File: src/rtl/rv32i_pkg.sv
// Shared integer-core definitions: register/data widths, writeback request
// bundle and the writeback source encoding used by arbitration.
package rv32i_pkg;

    localparam int DATA_WIDTH = 32;
    localparam int ADDR_WIDTH = 5;

    typedef logic [ADDR_WIDTH-1:0] reg_idx_t;

    typedef struct packed {
        logic                  valid;
        reg_idx_t              rd;
        logic [DATA_WIDTH-1:0] data;
    } wb_req_t;

    // Bit position of each source in the one-hot grant matches its encoding.
    typedef enum logic {
        WB_ALU = 1'b0,
        WB_LSU = 1'b1
    } wb_src_e;

endpackage

File: src/rtl/wb_rr_arbiter.sv
// Two-way round-robin arbiter: one-hot grant from the request pair, with the
// preference pointer toggling on every accepted request.
module wb_rr_arbiter
    import rv32i_pkg::*;
(
    input  logic       clk,
    input  logic       rst,
    input  logic [1:0] req_i,
    output logic [1:0] gnt_o
);

    wb_src_e rr_q;
    wb_src_e rr_d;

    always_comb begin
        gnt_o = req_i;
        if (req_i == 2'b11) begin
            gnt_o = (rr_q == WB_ALU) ? 2'b01 : 2'b10;
        end
    end

    // A grant is always a handshake, since ready is the grant itself.
    always_comb begin
        rr_d = rr_q;
        if (|gnt_o) begin
            rr_d = (rr_q == WB_ALU) ? WB_LSU : WB_ALU;
        end
    end

    always_ff @(posedge clk or negedge rst) begin
        if (!rst) begin
            rr_q <= WB_ALU;
        end else begin
            rr_q <= rr_d;
        end
    end

endmodule

File: src/rtl/regfile_wb_controller.sv
// Register-file write-port owner: arbitrates ALU/LSU writebacks onto a single
// registered write port and tracks in-flight destinations for hazard stalls.
module regfile_wb_controller
    import rv32i_pkg::*;
#(
    parameter int DATA_WIDTH = 32,
    parameter int ADDR_WIDTH = 5,
    parameter int NUM_REGS   = 32
) (
    input  logic                  clk,
    input  logic                  rst,
    input  logic                  alu_valid,
    input  logic [ADDR_WIDTH-1:0] alu_rd,
    input  logic [DATA_WIDTH-1:0] alu_data,
    output logic                  alu_ready,
    input  logic                  lsu_valid,
    input  logic [ADDR_WIDTH-1:0] lsu_rd,
    input  logic [DATA_WIDTH-1:0] lsu_data,
    output logic                  lsu_ready,
    input  logic                  iss_valid,
    input  logic [ADDR_WIDTH-1:0] iss_rd,
    output logic                  iss_ready,
    input  logic [ADDR_WIDTH-1:0] rs1,
    input  logic [ADDR_WIDTH-1:0] rs2,
    output logic                  rs1_busy,
    output logic                  rs2_busy,
    input  logic                  flush,
    output logic                  wr_en,
    output logic [ADDR_WIDTH-1:0] wr_rd,
    output logic [DATA_WIDTH-1:0] wr_data
);

    logic [1:0]            gnt;
    logic                  alu_hs;
    logic                  lsu_hs;
    logic                  wb_hs;
    logic                  iss_hs;
    logic [ADDR_WIDTH-1:0] wb_rd;
    logic [DATA_WIDTH-1:0] wb_data;

    logic [NUM_REGS-1:0]   pending_q;
    logic [NUM_REGS-1:0]   pending_d;
    logic                  wr_en_q;
    logic                  wr_en_d;
    logic [ADDR_WIDTH-1:0] wr_rd_q;
    logic [ADDR_WIDTH-1:0] wr_rd_d;
    logic [DATA_WIDTH-1:0] wr_data_q;
    logic [DATA_WIDTH-1:0] wr_data_d;

    wb_rr_arbiter u_arb (
        .clk   (clk),
        .rst   (rst),
        .req_i ({lsu_valid, alu_valid}),
        .gnt_o (gnt)
    );

    assign alu_ready = gnt[0];
    assign lsu_ready = gnt[1];
    assign alu_hs    = alu_valid & alu_ready;
    assign lsu_hs    = lsu_valid & lsu_ready;
    assign wb_hs     = alu_hs | lsu_hs;
    assign wb_rd     = lsu_hs ? lsu_rd   : alu_rd;
    assign wb_data   = lsu_hs ? lsu_data : alu_data;

    // No bypass: a clear landing this edge does not release issue until next cycle.
    assign iss_ready = !pending_q[iss_rd] || (iss_rd == '0);
    assign iss_hs    = iss_valid && iss_ready && (iss_rd != '0);
    assign rs1_busy  = pending_q[rs1] && (rs1 != '0);
    assign rs2_busy  = pending_q[rs2] && (rs2 != '0);

    always_comb begin
        wr_en_d   = 1'b0;
        wr_rd_d   = wr_rd_q;
        wr_data_d = wr_data_q;
        pending_d = pending_q;
        if (wb_hs) begin
            wr_en_d   = (wb_rd != '0);
            wr_rd_d   = wb_rd;
            wr_data_d = wb_data;
            pending_d[wb_rd] = 1'b0;
        end
        // Set after clear so a same-edge set of the same register wins; flush beats both.
        if (iss_hs) begin
            pending_d[iss_rd] = 1'b1;
        end
        if (flush) begin
            pending_d = '0;
        end
        pending_d[0] = 1'b0;
    end

    always_ff @(posedge clk or negedge rst) begin
        if (!rst) begin
            wr_en_q   <= 1'b0;
            wr_rd_q   <= '0;
            wr_data_q <= '0;
            pending_q <= '0;
        end else begin
            wr_en_q   <= wr_en_d;
            wr_rd_q   <= wr_rd_d;
            wr_data_q <= wr_data_d;
            pending_q <= pending_d;
        end
    end

    assign wr_en   = wr_en_q;
    assign wr_rd   = wr_rd_q;
    assign wr_data = wr_data_q;

endmodule

File: config.mk
export PLATFORM = sky130hd
export DESIGN_NAME = regfile_wb_controller
export DESIGN_NICKNAME = d
export VERILOG_FILES = /design/src/rtl/rv32i_pkg.sv /design/src/rtl/wb_rr_arbiter.sv /design/src/rtl/regfile_wb_controller.sv
export SDC_FILE = /design/constraint.sdc
export NUM_CORES = 1
export LEC_CHECK = 0
export ABC_AREA = 0
export BUFFER_PORTS_ARGS = -buffer_cell sky130_fd_sc_hd__buf_2
export CORE_UTILIZATION = 50
export DETAILED_ROUTE_END_ITERATION = 10
export MAX_ROUTING_LAYER = met4
export PLACE_DENSITY = 0.78
export SLEW_MARGIN = 10
export SYNTH_ARGS = -nofsm -noshare
export SYNTH_HDL_FRONTEND = slang
export SYNTH_SLANG_ARGS = --single-unit
File: constraint.sdc
create_clock -name clk -period 4.5 [get_ports clk]
set_clock_uncertainty 0.2 [all_clocks]
set_input_delay 1.125 -clock clk [delete_from_list [all_inputs] [get_ports clk]]
set_output_delay 1.125 -clock clk [all_outputs]
set_load 0.01 [all_outputs]
==> metrics.txt <==
number of synthesis warnings 0; CP Launch Type input port; Max Slew Vio Count 0; Req. time, crit path 3.17 ns; Async S/R FF share, synth 100.0%; largest net degree at the start of global routing 65; crit share post-route 91.59%; post-synthesis compound-gate area fraction 23.08%; Most used DFF post-synth dfrtp_1; CTS HTree Levels 3; Clock power frac 27.2%; WS Path Type input port to output port; hold slack 0.3233 ns; WL per Instance 19.49 µm; final setup vio count 0; Post-DRT Antenna Nets 0; worst vdd ir 0.2179 mV; GP Congestion 1.005; initial antenna violation count 0; Total Routing Usage GR 29.96%; HPWL after detailed placement 9.806 mm; Die Ht 96.57 µm; clk_lat worst skew 0.34 ns; vias after detailed routing 4291; #FFs+latches synth 70; mux cell area share after synthesis 15.67%; Pwr Density 352.0 nW/µm²; DR iter-0 viols 376; Sw Ratio 35.57%; Site Rows 34; min Tclk post-route 4.122 ns; Post-Synthesis Cell Area 4472 µm²; fraction of layout cells with a size suffix above 1 34.81%; Crit. End Element output port; CTS buffer count 9; Avg Inst Size Synth 9.658 µm²; Layout Nets 676; DIE AREA 9326 µm²; Post-route DRC 0; area delta synth->final 20.09%; first-pass GRT wire length 20.00 mm; RSZ-0062 raised after global routing no; Antenna diodes 0; Post-CTS Setup Bufs 0; post-synthesis sequential area ratio 39.17%; XOR/XNOR share of the synthesized area 0.1959%; MaxCap Viol Count 0; main combinational cell family by area after synthesis compound AO/OA/AOI/OAI gates; filler cell count 745; core area 8678 µm²; Power, Total 1890 µW; Worst Path Max Fanout 9; CTS tree built; Yosys cell types 52; routed wire length 13.53 mm; Leak 0.002381 µW; hold buffers post-CTS 0; setup TNS 0 ns; Overflow after GRT 0; Inst Count DP 678; Logic pwr share 30.6%; Ports 138; Die Width 96.57 µm; status complete, no violations; Root Buffer clkbuf_8; vias in the first global route 3920; number of synthesized flops with an enable pin 0; IO buf count 137; hold crit path type flop to flop; Reg clk slew, reported paths 0.07 ns; NetSw 672.4 µW; via/cell ratio 6.183; worst-margin pin slew 1.031 ns; non-filler cells, final 694; Post-CTS Resized 0; CTS sink cnt 70; Reg power frac 42.2%; crit path DAT 2.80 ns; highest clock rate 0.2426 GHz; Mapped Nets 558; post-synthesis adder-cell area fraction 0%; Cells after Synth 463; Pint 1218 µW; clock tree buffer depth 2; Slew headroom 31.06%; Final Hold Fails 0; TritonRoute pass-1 iters 5; Initial Util 51.53%; simple-gate share of the synthesized area 15.58%
-- worst paths after layout --
| check | from | endpoint | slack (ns) | cells after the start |
|---|---|---|---|---|
| worst max-delay path | rs1[0] | rs1_busy | 0.38 | 5 |
| worst min-delay path | wr_rd[4]$_DFFE_PN0N_ | wr_rd[4]$_DFFE_PN0N_ | 0.32 | 1 |
| worst max register to register | u_arb.rr_q$_DFFE_PN0P_ | pending_q[10]$_DFF_PN0_ | 1.87 | 7 |
| worst min register to register | wr_rd[4]$_DFFE_PN0N_ | wr_rd[4]$_DFFE_PN0N_ | 0.32 | 1 |
| max in group asynchronous | rst | pending_q[17]$_DFF_PN0_ | 2.54 | 2 |
| min in group asynchronous | rst | wr_data[3]$_DFFE_PN0N_ | 0.57 | 1 |
-- worst max-delay path: stages --
cell	delay, ns
buf_2	0.24
mux4_2	0.55
mux4_2	0.47
mux2_2	0.27
buf_2	0.14
-- state kept, by name, indices dropped and copies added (netlist names) --
signal      cells
pending_q      31
wr_data        32
wr_rd           5
u_arb.rr_q      1
wr_en           1
-- kinds of logic after synthesis --
kind of cell	count (synthesis)
mux	43
xor+xnor	1
compound gates	124
flops	70
buf+inv	66
simple gates	159
-- area by class of cell --
cell class / count / area, µm² / area share [%]
Multi-Input combinational cell: 327 / 2446 / 45.55
Sequential cell: 70 / 1752 / 32.62
Timing Repair Buffer: 142 / 723.2 / 13.47
Tap cell: 108 / 135.1 / 2.516
Clock buffer: 10 / 127.6 / 2.377
Inverter: 31 / 116.4 / 2.167
Clock inverter: 6 / 70.07 / 1.305
-- synth_stat cells, types with 3 or more instances --
master | number | area share [%]
nand2_1 | 79 | 6.6
dfrtp_1 | 70 | 39
nor2_1 | 45 | 3.8
a31oi_1 | 35 | 4.9
inv_1 | 27 | 2.3
a311o_1 | 24 | 5.4
mux4_2 | 21 | 11
mux2i_1 | 16 | 3.6
o31ai_1 | 16 | 2.7
clkbuf_1 | 14 | 1.2
buf_2 | 9 | 1.0
buf_1 | 8 | 0.67
nand3_1 | 7 | 0.78
o41ai_2 | 7 | 2.5
a21oi_1 | 6 | 0.67
nand2b_1 | 6 | 0.84
o21ai_1 | 6 | 0.67
mux2_2 | 4 | 1.0
nor3_1 | 4 | 0.45
o311ai_0 | 4 | 0.78
a32oi_1 | 3 | 0.59
inv_2 | 3 | 0.25
nand3b_1 | 3 | 0.50
o22ai_1 | 3 | 0.42
o311ai_1 | 3 | 0.59
o31ai_2 | 3 | 0.84
-- metal layers --
layer	wire length, µm	GRT usage (%)	up-vias
li1	-	-	1968
met1	5685	38.06	2091
met2	6541	47.12	205
met3	1010	6.573	27
met4	291	11.15	0
met5	0	-	-
-- layout by cell type, fill, tap and decap left out, types with 16 or more instances in the layout --
cell / count
a311o_1: 24
mux4_2: 21
nor2_1: 45
dfrtp_1: 70
a31oi_1: 35
mux2i_1: 16
buf_2: 137
inv_1: 27
nand2_1: 79
o31ai_1: 16
-- metrics by stage --
stage	area [µm²]	setup WS (ns)	utilization (%)
floorplan	4472	0.5613	-
global placement	5172	0.4167	59.60
detailed placement	5172	0.3599	59.60
CTS	5370	0.3607	61.88
global route	5370	0.3015	61.88
finish	5370	0.3785	61.88
-- power by group through the flow --
stage	sequential (µW)	clock [µW]	combinational, µW
floorplan	851	0	294
global placement	803	0	564
detailed placement	810	0	574
CTS	797	527	576
global route	812	554	642
finish	798	514	578
Note: power is estimated with default switching activity, not from simulation.
